### src/rtl/clk_div_prog.sv
// rtl/clk_div_prog.sv - runtime-programmable integer clock divider with tick enable
// Optional half-cycle odd-divisor duty correction: CLK_DIV_ODD_DUTY50_EN
module clk_div_prog #(
  parameter int CNT_W       = 8,
  parameter int DEFAULT_DIV = 8
) (
  input  logic             clk,
  input  logic             rst_n,
  input  logic             en,
  input  logic [CNT_W-1:0] div_val,
  input  logic             div_load,
  output logic             clk_out,
  output logic             tick,
  output logic [CNT_W-1:0] div_active,
  output logic             div_pending
);

  localparam logic [CNT_W-1:0] DEF_DIV = CNT_W'(DEFAULT_DIV);
  localparam logic [CNT_W-1:0] ONE     = CNT_W'(1);
  localparam logic [CNT_W-1:0] TWO     = CNT_W'(2);

  logic [CNT_W-1:0] cnt;
  logic [CNT_W-1:0] pend_val;
  logic [CNT_W-1:0] load_val;
  logic [CNT_W-1:0] last_cnt;
  logic [CNT_W-1:0] high_last;
  logic             boundary;
  logic             pos_q;

  always_comb begin
    load_val  = (div_val < TWO) ? TWO : div_val;
    last_cnt  = div_active - ONE;
    high_last = (div_active >> 1) - ONE;
    boundary  = en && (cnt == last_cnt);
  end

  always_ff @(posedge clk or negedge rst_n) begin
    if (!rst_n) begin
      cnt         <= DEF_DIV - ONE;
      pos_q       <= 1'b0;
      tick        <= 1'b0;
      div_active  <= DEF_DIV;
      div_pending <= 1'b0;
      pend_val    <= DEF_DIV;
    end else if (boundary) begin
      cnt   <= '0;
      pos_q <= 1'b1;
      tick  <= 1'b1;
      // A load landing on the boundary bypasses the pending register.
      if (div_load) begin
        div_active  <= load_val;
        div_pending <= 1'b0;
      end else if (div_pending) begin
        div_active  <= pend_val;
        div_pending <= 1'b0;
      end
    end else begin
      tick <= 1'b0;
      if (div_load) begin
        pend_val    <= load_val;
        div_pending <= 1'b1;
      end
      if (en) begin
        cnt <= cnt + ONE;
        if (cnt == high_last) pos_q <= 1'b0;
      end
    end
  end

`ifdef CLK_DIV_ODD_DUTY50_EN
  logic neg_q;

  // Half-cycle delayed copy stretches the high phase only for odd divisors.
  always_ff @(negedge clk or negedge rst_n) begin
    if (!rst_n) neg_q <= 1'b0;
    else        neg_q <= div_active[0] & pos_q;
  end

  assign clk_out = pos_q | neg_q;
`else
  assign clk_out = pos_q;
`endif

endmodule
### config.mk
export PLATFORM = sky130hd
export DESIGN_NAME = clk_div_prog
export DESIGN_NICKNAME = d
export VERILOG_FILES = /design/src/rtl/clk_div_prog.sv
export SDC_FILE = /design/constraint.sdc
export NUM_CORES = 1
export LEC_CHECK = 0
export BUFFER_PORTS_ARGS = -buffer_cell sky130_fd_sc_hd__clkbuf_2
export CAP_MARGIN = 20
export CORE_ASPECT_RATIO = 1.5
export CORE_MARGIN = 1
export CORE_UTILIZATION = 42
export DETAILED_ROUTE_END_ITERATION = 8
export MAX_ROUTING_LAYER = met4
export PLACE_DENSITY_LB_ADDON = 0.08
export RECOVER_POWER = 100
export REMOVE_ABC_BUFFERS = 1
export SLEW_MARGIN = 20
export SYNTH_ARGS = -nofsm -noshare
export SYNTH_HDL_FRONTEND = slang
export SYNTH_SLANG_ARGS = --single-unit
### constraint.sdc
create_clock -name clk -period 3 [get_ports clk]
set_clock_uncertainty 0.15 [all_clocks]
set_input_delay 0.15 -clock clk [delete_from_list [all_inputs] [get_ports clk]]
set_output_delay 0.15 -clock clk [all_outputs]
set_load 0.02 [all_outputs]
---- Yosys cells after proc, flatten, opt, wreduce, memory -nomap -nowiden ----
Index checks and enable logic that the tools add are counted.
operators by class
  bitwise logic cells ..................... 1
  multiplexer cells ....................... 11
  shifts and indexed selects .............. 0
  $lt $le $gt $ge ......................... 1
  add/sub/neg operators ................... 3
  multipliers ............................. 0
  reductions and logical operators ........ 8
  equal/unequal tests ..................... 2
  divide/modulo/power cells ............... 0
operators by type and width
  cell                                                number
  2-to-1 mux 8 bit                                    5
  == test 8 bit                                       2
  adder 8 x 1 -> 8 bit, second input constant         1
  < comparator 8 x 2 -> 1 bit, second input constant  1
  nonzero test 2 bit                                  4
  subtractor 7 x 1 -> 8 bit, second input constant    1
  subtractor 8 x 1 -> 8 bit, second input constant    1
  2-to-1 mux 1 bit                                    6
  AND reduction 2 bit                                 3
  logical AND 1 bit                                   1
  NOT 1 bit                                           1
word-level totals
  word-level logic and storage cells ...... 32
  bits of input ports ..................... 12
  bits in read-only memories .............. 0
  bits in writable memories ............... 0
  bits in latches ......................... 0
  register bits after elaboration ......... 27
  memories kept ........................... 0

---- Logic depth before layout (Yosys ltp) ----
Gate-level depths: netlist of run 1.
  depth in word-level cells ............... 5
  mapped depth ............................ 10

---- Least setup slack after synthesis of run 1 ----
OpenSTA, ideal clock, no wires.
  path type ............................... flip-flop to flip-flop
  start point ............................. register div_active[0]
  end point ............................... register pend_val[1]
  slack ................................... 0.451 ns
  library setup time ...................... 0.125 ns
  stages on the path, launching flop included .. 11
  arrival time ............................ 2.274 ns
  period minus slack after synthesis ...... 2.549 ns
  path buffers ............................ 2
  data required time ...................... 2.725 ns
  cells stage by stage .................... dfrtp_1 -> inv_1 -> ha_1 -> nor2b_1 -> and3_1 -> nor4_1 -> and4_1 -> buf_4 -> nand2b_4 -> buf_8 -> mux2_4
between the ends
  word-level cells in the longest chain between the ends .. 5
RTL lines
  what                           RTL line  source
  from (decl)                    14        output logic [CNT_W-1:0] div_active,
  from (signal assigned)         51        div_active <= load_val;
  from (signal assigned)         54        div_active <= pend_val;
  subtractor 8 x 1 -> 8 bit      32        last_cnt = div_active - ONE;
  == test 8 bit                  34        boundary = en && (cnt == last_cnt);
  logical AND 1 bit              34
  NOT 1 bit (no line)            -
  AND reduction 2 bit (no line)  -
  to (signal assigned)           60        pend_val <= load_val;
  to (decl)                      23        logic [CNT_W-1:0] pend_val;
No other way between the ends.
A chain may end at the register's enable or synchronous reset.

---- Final worst setup path of run 1 ----
  start point ............................. register div_active[0]
  end point ............................... register pend_val[7]
Same word-level chain as after synthesis.

==> reports/qor.txt, run 1 <==
die area = 4370 sq um
worst slew pin tran = 1.43 ns
Critical-path top delay cell = dfrtp_1
synthesized area per cell = 9.90 sq um
TritonCTS clock tree = built
M1 WL = 1680 microns
post-synthesis cell area = 1720 sq um
Hold Crit Class = in2reg
routed len/inst = 16.1 microns
most frequent cells in the layout = dfrtp_1, nand3_1, xor2_1, xnor2_1, clkbuf_1
top-area cell type share of the netlist area = 32.0%
WP data arrival = 2.74 ns
HPWL Detailed = 2840 microns
Initial Util = 43.9%
clock latency at the later pin of the worst-skew pair = 0.27 ns
Die Wd = 54.3 microns
Die Y = 80.4 microns
Root Driver = clkbuf_8
DR vias = 1365
Worst EP required = 3.01 ns
setup repair bufs after CTS = 0
Reg clk slew, reported paths = 0.10 ns
Reg area = 682 sq um
CP startpoint kind = register
DRT iter0 DRCs = 20
Post-Route Utilization = 48.9%
wirelength, routed = 3930 microns
CTS Buf Count = 3
number of synthesized flops with an enable pin = 0
max layer used = met4
Nets = 215
Slew Viols, Final = 0
row cnt = 28
max_cap viols = 0
number of distinct library cells after synthesis = 38
Mapped Cells = 174
gr ovfl total = 0
initial antenna violation count = 0
worst vdd rail ir drop = 0.409 mV
GP Congestion = 0.873
Setup TNS = 0 ns
IO Pins = 23
CTS Hold Bufs = 8
status = completed
CORE AREA = 3920 sq um
# diodes = 0
Max stage delay on crit path = 0.42 ns
Total GRT Usage = 21.3%
first-pass GRT wire length = 6600 microns
Crit Path Category = reg2reg
yosys warns = 0
DRT antenna net count = 0
Crit. End Element = register
Hold Vio Cnt, Final = 0
Final Cycle Share = 91.0%
Crit Path Max Fanout = 8
achievable frequency = 366 MHz
synthesis-stage register bit count = 27
unrepaired setup endpoints after global routing = false
LEAKAGE = 0.000828 uW
CTS HTree Levels = 1
CP Cell Sequence = inv_1, ha_1, nor2b_1, a21oi_1, nor4_1, and4_1, nand2b_2, mux2_1
# clock sinks = 27
most common cell after layout, fill and taps aside = dfrtp_1
top cell type by total area after synthesis = dfrtp_1
Final setup viols = 0
Seq/Total Area, Yosys = 39.6%
total power = 1640 uW
final hold slack = 0.0245 ns
share of cells above drive strength 1 = 13.6%
met3 wire len = 64 microns
PD cells = 856 nW/um^2
DRT Pass-1 Iters = 4
DRC viols = 0
Slew HR = 4.40%
dominant cells by area after synthesis = dfrtp_1, dfstp_2, xor2_1
area delta synth->final = 11.3%
Synth Flop Type = dfrtp_1
FILL cells = 398
metal2 WL = 2130 microns
DR vias/cell = 5.59
largest net degree at the start of global routing = 31
clk buf depth = 2
I/O Buffers = 22
Final min period = 2.73 ns
area of the multi-input gates = 920 sq um
Async SR Flop Fraction = 100%
number of global-route vias before repair = 1427
post-cts gate resize count = 0
[sequential cells by signal (all words and copies together) (netlist names)]
signal	count
div_active	8
pend_val	8
cnt	8
div_pending	1
tick	1
clk_out	1
[area by class of cell]
class / count / area share [%]
inverter: 6 / 1.17
tap: 45 / 2.94
sequential: 27 / 35.6
multi-input combinational: 130 / 48.0
timing repair buffer: 32 / 9.99
clock buffer: 4 / 2.35
[per-stage QoR]
| stage | area (sq um) | setup WS [ns] | cells |
|---|---|---|---|
| 5_1_grt | 1920 | 0.0576 | 244 |
| 6_report | 1920 | 0.271 | 244 |
| 4_1_cts | 1950 | 0.327 | 244 |
| 3_5_place_dp | 1820 | 0.354 | 232 |
| 3_3_place_gp | 1820 | 0.432 | 232 |
| 2_1_floorplan | 1640 | -0.0540 | 163 |
[synth_stat cells (2+ instances only)]
cell,count
nor4_1,2
o22ai_1,3
o21ai_0,8
ha_1,3
o21ai_1,2
buf_6,2
o211ai_1,2
xnor2_1,12
xor2_1,14
clkbuf_1,2
nand3b_1,3
nor2_1,10
dfrtp_1,22
nor3_1,2
nand2b_1,8
buf_4,2
dfstp_2,5
nand4_1,3
and4_1,2
nor2b_1,4
nand2_1,11
nand3_1,15
inv_1,6
mux2_4,7
a32oi_1,7
buf_2,3
and3_1,3
[critical path, delay by kind of cell (launching register included)]
family	cells	cell delay (ns)
DFF	1	0.42
buffers and inverters	1	0.15
muxes	1	0.35
AOI/OAI and AO/OA	1	0.09
adders and majority gates	1	0.24
and+or+nand+nor	4	1.22
[final timing paths]
path / cells past startpoint / slack (ns) / end / startpoint
worst max register to register: 8 / 0.27 / pend_val[7] / div_active[0]
worst max-delay path: 8 / 0.27 / pend_val[7] / div_active[0]
worst min register to register: 2 / 0.38 / pend_val[0] / pend_val[0]
max in group asynchronous: 2 / 1.28 / cnt[4] / rst_n
worst min-delay path: 2 / 0.02 / cnt[0] / en
min in group asynchronous: 2 / 0.58 / cnt[3] / rst_n
[report_power, final]
part	internal (uW)	switching (uW)	total, uW
sequential	492	199	691
combinational	332	404	736
clock	95.3	118	213
[per-layer routing]
metal  up-vias  GRT usage [%]
met5         -              -
li1        662              -
met4         0           7.95
met2        22           36.2
met3         4           1.70
met1       677           25.2
[logic make-up (layout without fill, tap and decap cells)]
group | Yosys count | after routing | share of synthesized area, %
muxes | 7 | 7 | 6.10
DFF | 27 | 27 | 39.6
adders and majority gates | 3 | 3 | 2.18
buffers and inverters | 17 | 42 | 5.95
and+or+nand+nor | 68 | 68 | 22.9
AOI/OAI and AO/OA | 26 | 26 | 10.0
xor gates and xnor gates | 26 | 26 | 13.2
Note: power is estimated with default switching activity, not from simulation.
==> run 2: changes to the inputs <==
==> constraint.sdc (replaced) <==
create_clock -name clk -period 3 [get_ports clk]
set_clock_uncertainty 0.15 [all_clocks]
set_input_delay 0.3 -clock clk [delete_from_list [all_inputs] [get_ports clk]]
set_output_delay 0.3 -clock clk [all_outputs]
set_load 0.02 [all_outputs]
==> run 2 against run 1 <==
  * Non-clock buffer count is 7 lower
  * Critical path depth unchanged
  * First-iteration DRC count up 25%
  * Final cell count shrank 2.9%
  * Worst hold slack better by 0.085 ns
  * Cell area is 3.7% lower
  * Critical endpoint unchanged
==> reports/qor.txt, run 2 (synthesis gave the netlist of run 1 again) <==
status = completed (unchanged)
achievable frequency = 367 MHz (was 366 MHz)
placed cell count = 232 (unchanged)
largest net degree at the start of global routing = 31 (unchanged)
Total GRT Usage = 20.9% (was 21.3%)
worst slew pin tran = 1.43 ns (about the same)
unrepaired setup endpoints after global routing = false (unchanged)
# diodes = 0 (unchanged)
Initial Util = 43.9% (unchanged)
TritonCTS clock tree = built (unchanged)
DRT iter0 DRCs = 25 (was 20)
clk buf depth = 2 (unchanged)
Nets = 208 (was 215)
first-pass GRT wire length = 6480 microns (was 6600 microns)
WP data arrival = 2.74 ns (about the same)
worst vdd rail ir drop = 0.409 mV (about the same)
buffers plus inverters on the worst setup path = 1 (unchanged)
Die Y = 80.4 microns (unchanged)
IO Pins = 23 (unchanged)
HPWL Detailed = 2840 microns (unchanged)
Top Registers = cnt (8), div_active (8), pend_val (8) (unchanged)
Slew Viols, Final = 0 (unchanged)
max_cap viols = 0 (unchanged)
Final min period = 2.73 ns (about the same)
CP startpoint kind = register (unchanged)
Max stage delay on crit path = 0.42 ns (about the same)
Slew HR = 4.67% (was 4.40%)
Reg clk slew, reported paths = 0.09 ns (was 0.10 ns)
total power = 1630 uW (was 1640 uW)
Die Wd = 54.3 microns (unchanged)
Setup TNS = 0 ns (unchanged)
Root Driver = clkbuf_8 (unchanged)
initial antenna violation count = 0 (unchanged)
Critical-path top delay cell = dfrtp_1 (unchanged)
Hold Vio Cnt, Final = 0 (unchanged)
Crit Path Category = reg2reg (unchanged)
CTS Buf Count = 3 (unchanged)
share of cells above drive strength 1 = 14.1% (was 13.6%)
most common cell after layout, fill and taps aside = dfrtp_1 (unchanged)
DRT Pass-1 Iters = 4 (unchanged)
# clock sinks = 27 (unchanged)
Finished Layout Cells = 237 (was 244)
area delta synth->final = 7.19% (was 11.3%)
wirelength, routed = 3870 microns (was 3930 microns)
CP Cell Sequence = inv_1, ha_1, nor2b_1, a21oi_1, nor4_1, and4_1, nand2b_2, mux2_1 (unchanged)
Crit Path Max Fanout = 8 (unchanged)
most frequent cells in the layout = dfrtp_1, nand3_1, xor2_1, xnor2_1, clkbuf_1 (unchanged)
routed len/inst = 16.3 microns (was 16.1 microns)
CORE AREA = 3920 sq um (unchanged)
Final Cycle Share = 90.9% (was 91.0%)
DRC viols = 0 (unchanged)
DR vias/cell = 5.63 (was 5.59)
Worst EP required = 3.01 ns (about the same)
row cnt = 28 (unchanged)
PD cells = 883 nW/um^2 (was 856 nW/um^2)
CP Depth = 8 (unchanged)
GP Congestion = 0.873 (unchanged)
FILL cells = 405 (was 398)
DRT antenna net count = 0 (unchanged)
number of global-route vias before repair = 1382 (was 1427)
delay-heaviest family, CP = simple AND/OR/NAND/NOR gates (unchanged)
cells on worst reg2reg path = 8 (unchanged)
gr ovfl total = 0 (unchanged)
WHS Path Cells = 3 (was 2)
Crit. End Element = register (unchanged)
clock latency at the later pin of the worst-skew pair = 0.27 ns (about the same)
Hold Crit Class = in2reg (unchanged)
CTS HTree Levels = 1 (unchanged)
DR vias = 1334 (was 1365)
LEAKAGE = 0.000798 uW (was 0.000828 uW)
post-cts gate resize count = 0 (unchanged)
I/O Buffers = 22 (unchanged)
Final setup viols = 0 (unchanged)
die area = 4370 sq um (unchanged)
run 2: worst min-delay path: stages:
cell and delay, ns:
clkbuf_2 0.10, nand3_1 0.06, nand3_1 0.07
run 2: layer usage:
| metal | global-route usage (%) | wire length (microns) |
|---|---|---|
| met3 | 1.70 | 74 |
| met5 | - | 0 |
| met2 | 35.4 | 2090 |
| met4 | 7.95 | 56 |
| met1 | 24.9 | 1650 |
run 2: final timing paths:
kind / to / start / slack, ns
worst min register to register: pend_val[7] / pend_val[7] / 0.37
worst max register to register: pend_val[7] / div_active[0] / 0.27
max in group asynchronous: cnt[4] / rst_n / 1.13
worst max-delay path: pend_val[7] / div_active[0] / 0.27
worst min-delay path: div_active[3] / div_val[3] / 0.11
min in group asynchronous: cnt[3] / rst_n / 0.73
run 2: area by class of cell:
type	count	area (sq um)	area share, %
Clock buffer	4	45.0	2.44
Inverter	6	22.5	1.22
Multi-Input combinational cell	130	920	49.8
Sequential cell	27	682	36.9
Tap cell	45	56.3	3.05
Timing Repair Buffer	25	121	6.57
run 2: repair_timing:
item,in CTS,in global routing
hold endpoints to repair,22,0
hold buffers,1,0
setup buffers,0,0
run 2: where the power goes:
group | total (uW) | leakage, uW | internal, uW | switching (uW)
Combinational | 728 | 0.000457 | 326 | 403
Sequential | 691 | 0.000319 | 492 | 199
Clock | 212 | 0.0000228 | 95.2 | 117
run 2: metrics by stage:
stage / hold slack [ns] / utilization (%) / setup slack, ns / area, sq um
2_1_floorplan: -0.146 / - / -0.0540 / 1640
5_1_grt: 0.135 / 47.1 / 0.0577 / 1850
3_5_place_dp: 0.226 / 46.5 / 0.354 / 1820
4_1_cts: 0.0976 / 47.9 / 0.327 / 1880
6_report: 0.109 / 47.1 / 0.272 / 1850
3_3_place_gp: 0.219 / 46.5 / 0.432 / 1820
==> run 3: changes to the inputs <==
--- a/config.mk
+++ b/config.mk
@@ -9,7 +9,7 @@
 export CAP_MARGIN = 20
 export CORE_ASPECT_RATIO = 1.5
 export CORE_MARGIN = 1
-export CORE_UTILIZATION = 42
+export CORE_UTILIZATION = 60
 export DETAILED_ROUTE_END_ITERATION = 8
 export MAX_ROUTING_LAYER = met4
 export PLACE_DENSITY_LB_ADDON = 0.08
==> constraint.sdc (replaced) <==
create_clock -name clk -period 3.5 [get_ports clk]
set_clock_uncertainty 0.15 [all_clocks]
set_input_delay 0.35 -clock clk [delete_from_list [all_inputs] [get_ports clk]]
set_output_delay 0.35 -clock clk [all_outputs]
set_load 0.02 [all_outputs]
==> run 3 against run 2 <==
  * Clock power decreased by 14%
  * Maximum frequency is 10% lower
  * First-iteration DRC count up 12%
  * Die area down 29%
  * Clock-buffer cell count did not move
  * Worst setup slack better by 0.18 ns
  * Total power fell by 13%
  * Worst hold slack better by 0.046 ns
  * Final cell count fell by 3.8%
  * Largest cell class unchanged
==> reports/qor.txt, run 3 (synthesis gave the netlist of run 1 again) <==
status = completed (unchanged)
max_cap viols = 0 (unchanged)
DRC viols = 0 (unchanged)
unrepaired setup endpoints after global routing = false (unchanged)
wirelength, routed = 3770 microns (was 3870 microns)
HPWL Detailed = 2740 microns (was 2840 microns)
IO Pins = 23 (unchanged)
first-pass GRT wire length = 6130 microns (was 6480 microns)
I/O Buffers = 22 (unchanged)
Hold Crit Class = in2reg (unchanged)
GP Congestion = 0.864 (was 0.873)
clk buf depth = 2 (unchanged)
clock latency at the later pin of the worst-skew pair = 0.28 ns (was 0.27 ns)
most frequent cells in the layout = dfrtp_1, nand3_1, xor2_1 (was dfrtp_1, nand3_1, xor2_1, xnor2_1, clkbuf_1)
Root Driver = clkbuf_8 (unchanged)
Reg-to-Reg Start = div_active[0] (unchanged)
Slew HR = 2.80% (was 4.67%)
Final Cell Area = 1840 sq um (was 1850 sq um)
Worst R2R End = pend_val[1] (was pend_val[7])
worst vdd rail ir drop = 0.540 mV (was 0.409 mV)
# diodes = 0 (unchanged)
share of cells above drive strength 1 = 14.7% (was 14.1%)
most common cell after layout, fill and taps aside = dfrtp_1 (unchanged)
Setup crit start = div_active[0] (unchanged)
WHS Path Cells = 3 (unchanged)
Critical-path top delay cell = nand2b_1 (was dfrtp_1)
area post-placement = 1810 sq um (was 1820 sq um)
buffers plus inverters on the worst setup path = 1 (unchanged)
row cnt = 23 (was 28)
Die Wd = 45.8 microns (was 54.3 microns)
die area = 3090 sq um (was 4370 sq um)
CP startpoint kind = register (unchanged)
DRT iter0 DRCs = 28 (was 25)
DR vias/cell = 5.97 (was 5.63)
Nets = 207 (was 208)
Crit. End Element = register (unchanged)
Post-Route Utilization = 67.9% (was 47.1%)
Reg clk slew, reported paths = 0.09 ns (about the same)
DRT Pass-1 Iters = 5 (was 4)
# clock sinks = 27 (unchanged)
Die Y = 67.6 microns (was 80.4 microns)
Final min period = 3.05 ns (was 2.73 ns)
CORE AREA = 2710 sq um (was 3920 sq um)
Setup TNS = 0 ns (unchanged)
Final Cycle Share = 87.0% (was 90.9%)
initial antenna violation count = 0 (unchanged)
FILL cells = 238 (was 405)
DRT antenna net count = 0 (unchanged)
worst slew pin tran = 1.46 ns (was 1.43 ns)
Top Registers = cnt (8), div_active (8), pend_val (8) (unchanged)
Hold Vio Cnt, Final = 0 (unchanged)
CP Depth = 8 (unchanged)
DR vias = 1361 (was 1334)
WP data arrival = 3.06 ns (was 2.74 ns)
Crit Path Max Fanout = 11 (was 8)
achievable frequency = 328 MHz (was 367 MHz)
Slew Viols, Final = 0 (unchanged)
Reg2Reg Setup Slack = 0.45 ns (was 0.27 ns)
Initial Util = 63.7% (was 43.9%)
delay-heaviest family, CP = simple AND/OR/NAND/NOR gates (unchanged)
Worst EP required = 3.52 ns (was 3.01 ns)
Total GRT Usage = 28.7% (was 20.9%)
PD cells = 771 nW/um^2 (was 883 nW/um^2)
gr ovfl total = 0 (unchanged)
number of global-route vias before repair = 1375 (was 1382)
LEAKAGE = 0.000803 uW (was 0.000798 uW)
routed len/inst = 16.5 microns (was 16.3 microns)
CTS Buf Count = 3 (unchanged)
CP endpoint = pend_val[1] (was pend_val[7])
TritonCTS clock tree = built (unchanged)
area delta synth->final = 6.68% (was 7.19%)
Crit Path Category = reg2reg (unchanged)
largest net degree at the start of global routing = 28 (was 31)
cells on worst reg2reg path = 8 (unchanged)
Max stage delay on crit path = 0.50 ns (was 0.42 ns)
CTS HTree Levels = 1 (unchanged)
Final setup viols = 0 (unchanged)
CP Cell Sequence = inv_1, ha_1, nor2b_1, a21oi_1, nor4_1, and4_1, nand2b_1, mux2_4 (was inv_1, ha_1, nor2b_1, a21oi_1, nor4_1, and4_1, nand2b_2, mux2_1)
## run 3: what timing repair did
item                      4_1_cts  5_1_grt
setup buffers                   0        0
gates resized for setup         0        0
hold buffers                    1        0
hold endpoints to repair       22        0
## run 3: cell type report
type / instances / area [sq um] / area share (%)
Multi-Input combinational cell: 130 / 931 / 50.6
Sequential cell: 27 / 682 / 37.1
Timing Repair Buffer: 24 / 111 / 6.06
Tap cell: 37 / 46.3 / 2.52
Clock buffer: 4 / 45.0 / 2.45
Inverter: 6 / 22.5 / 1.23
## run 3: worst min path at each step
stage | slack [ns] | from | endpoint
after floorplan | -0.1 | rst_n | clk_out
after global placement | 0.25 | rst_n | cnt[3]
after detailed placement | 0.27 | rst_n | cnt[3]
after CTS | 0.16 | div_val[3] | div_active[3]
after global routing | 0.17 | div_val[3] | div_active[3]
final | 0.16 | div_val[3] | div_active[3]
## run 3: worst register-to-register path, cell delays in order, from the launching register on
cell	delay, ns
dfrtp_1	0.43
inv_1	0.18
ha_1	0.25
nor2b_1	0.27
a21oi_1	0.10
nor4_1	0.26
and4_1	0.44
nand2b_1	0.50
mux2_4	0.36
## run 3: report_power, final
group	total [uW]	internal, uW	switching (uW)
registers	606	422	184
clock network	183	81.8	102
logic	628	279	349
total	1420	782	635
## run 3: routing by layer
layer / GRT usage (%) / share of wire [%] / vias up / wire length (microns)
li1: - / - / 645 / -
met1: 29.7 / 40 / 674 / 1500
met2: 51.4 / 54 / 33 / 2050
met3: 3.21 / 2.5 / 9 / 94
met4: 14.7 / 3.1 / 0 / 117
met5: - / 0 / - / 0
## run 3: stage by stage
stage | cells | hold slack, ns | setup slack [ns] | total power (uW)
2_1_floorplan | 163 | -0.0956 | 0.446 | 1050
3_3_place_gp | 223 | 0.254 | 0.773 | 1220
3_5_place_dp | 223 | 0.269 | 0.718 | 1250
4_1_cts | 228 | 0.156 | 0.694 | 1440
5_1_grt | 228 | 0.175 | 0.236 | 1510
6_report | 228 | 0.155 | 0.455 | 1420
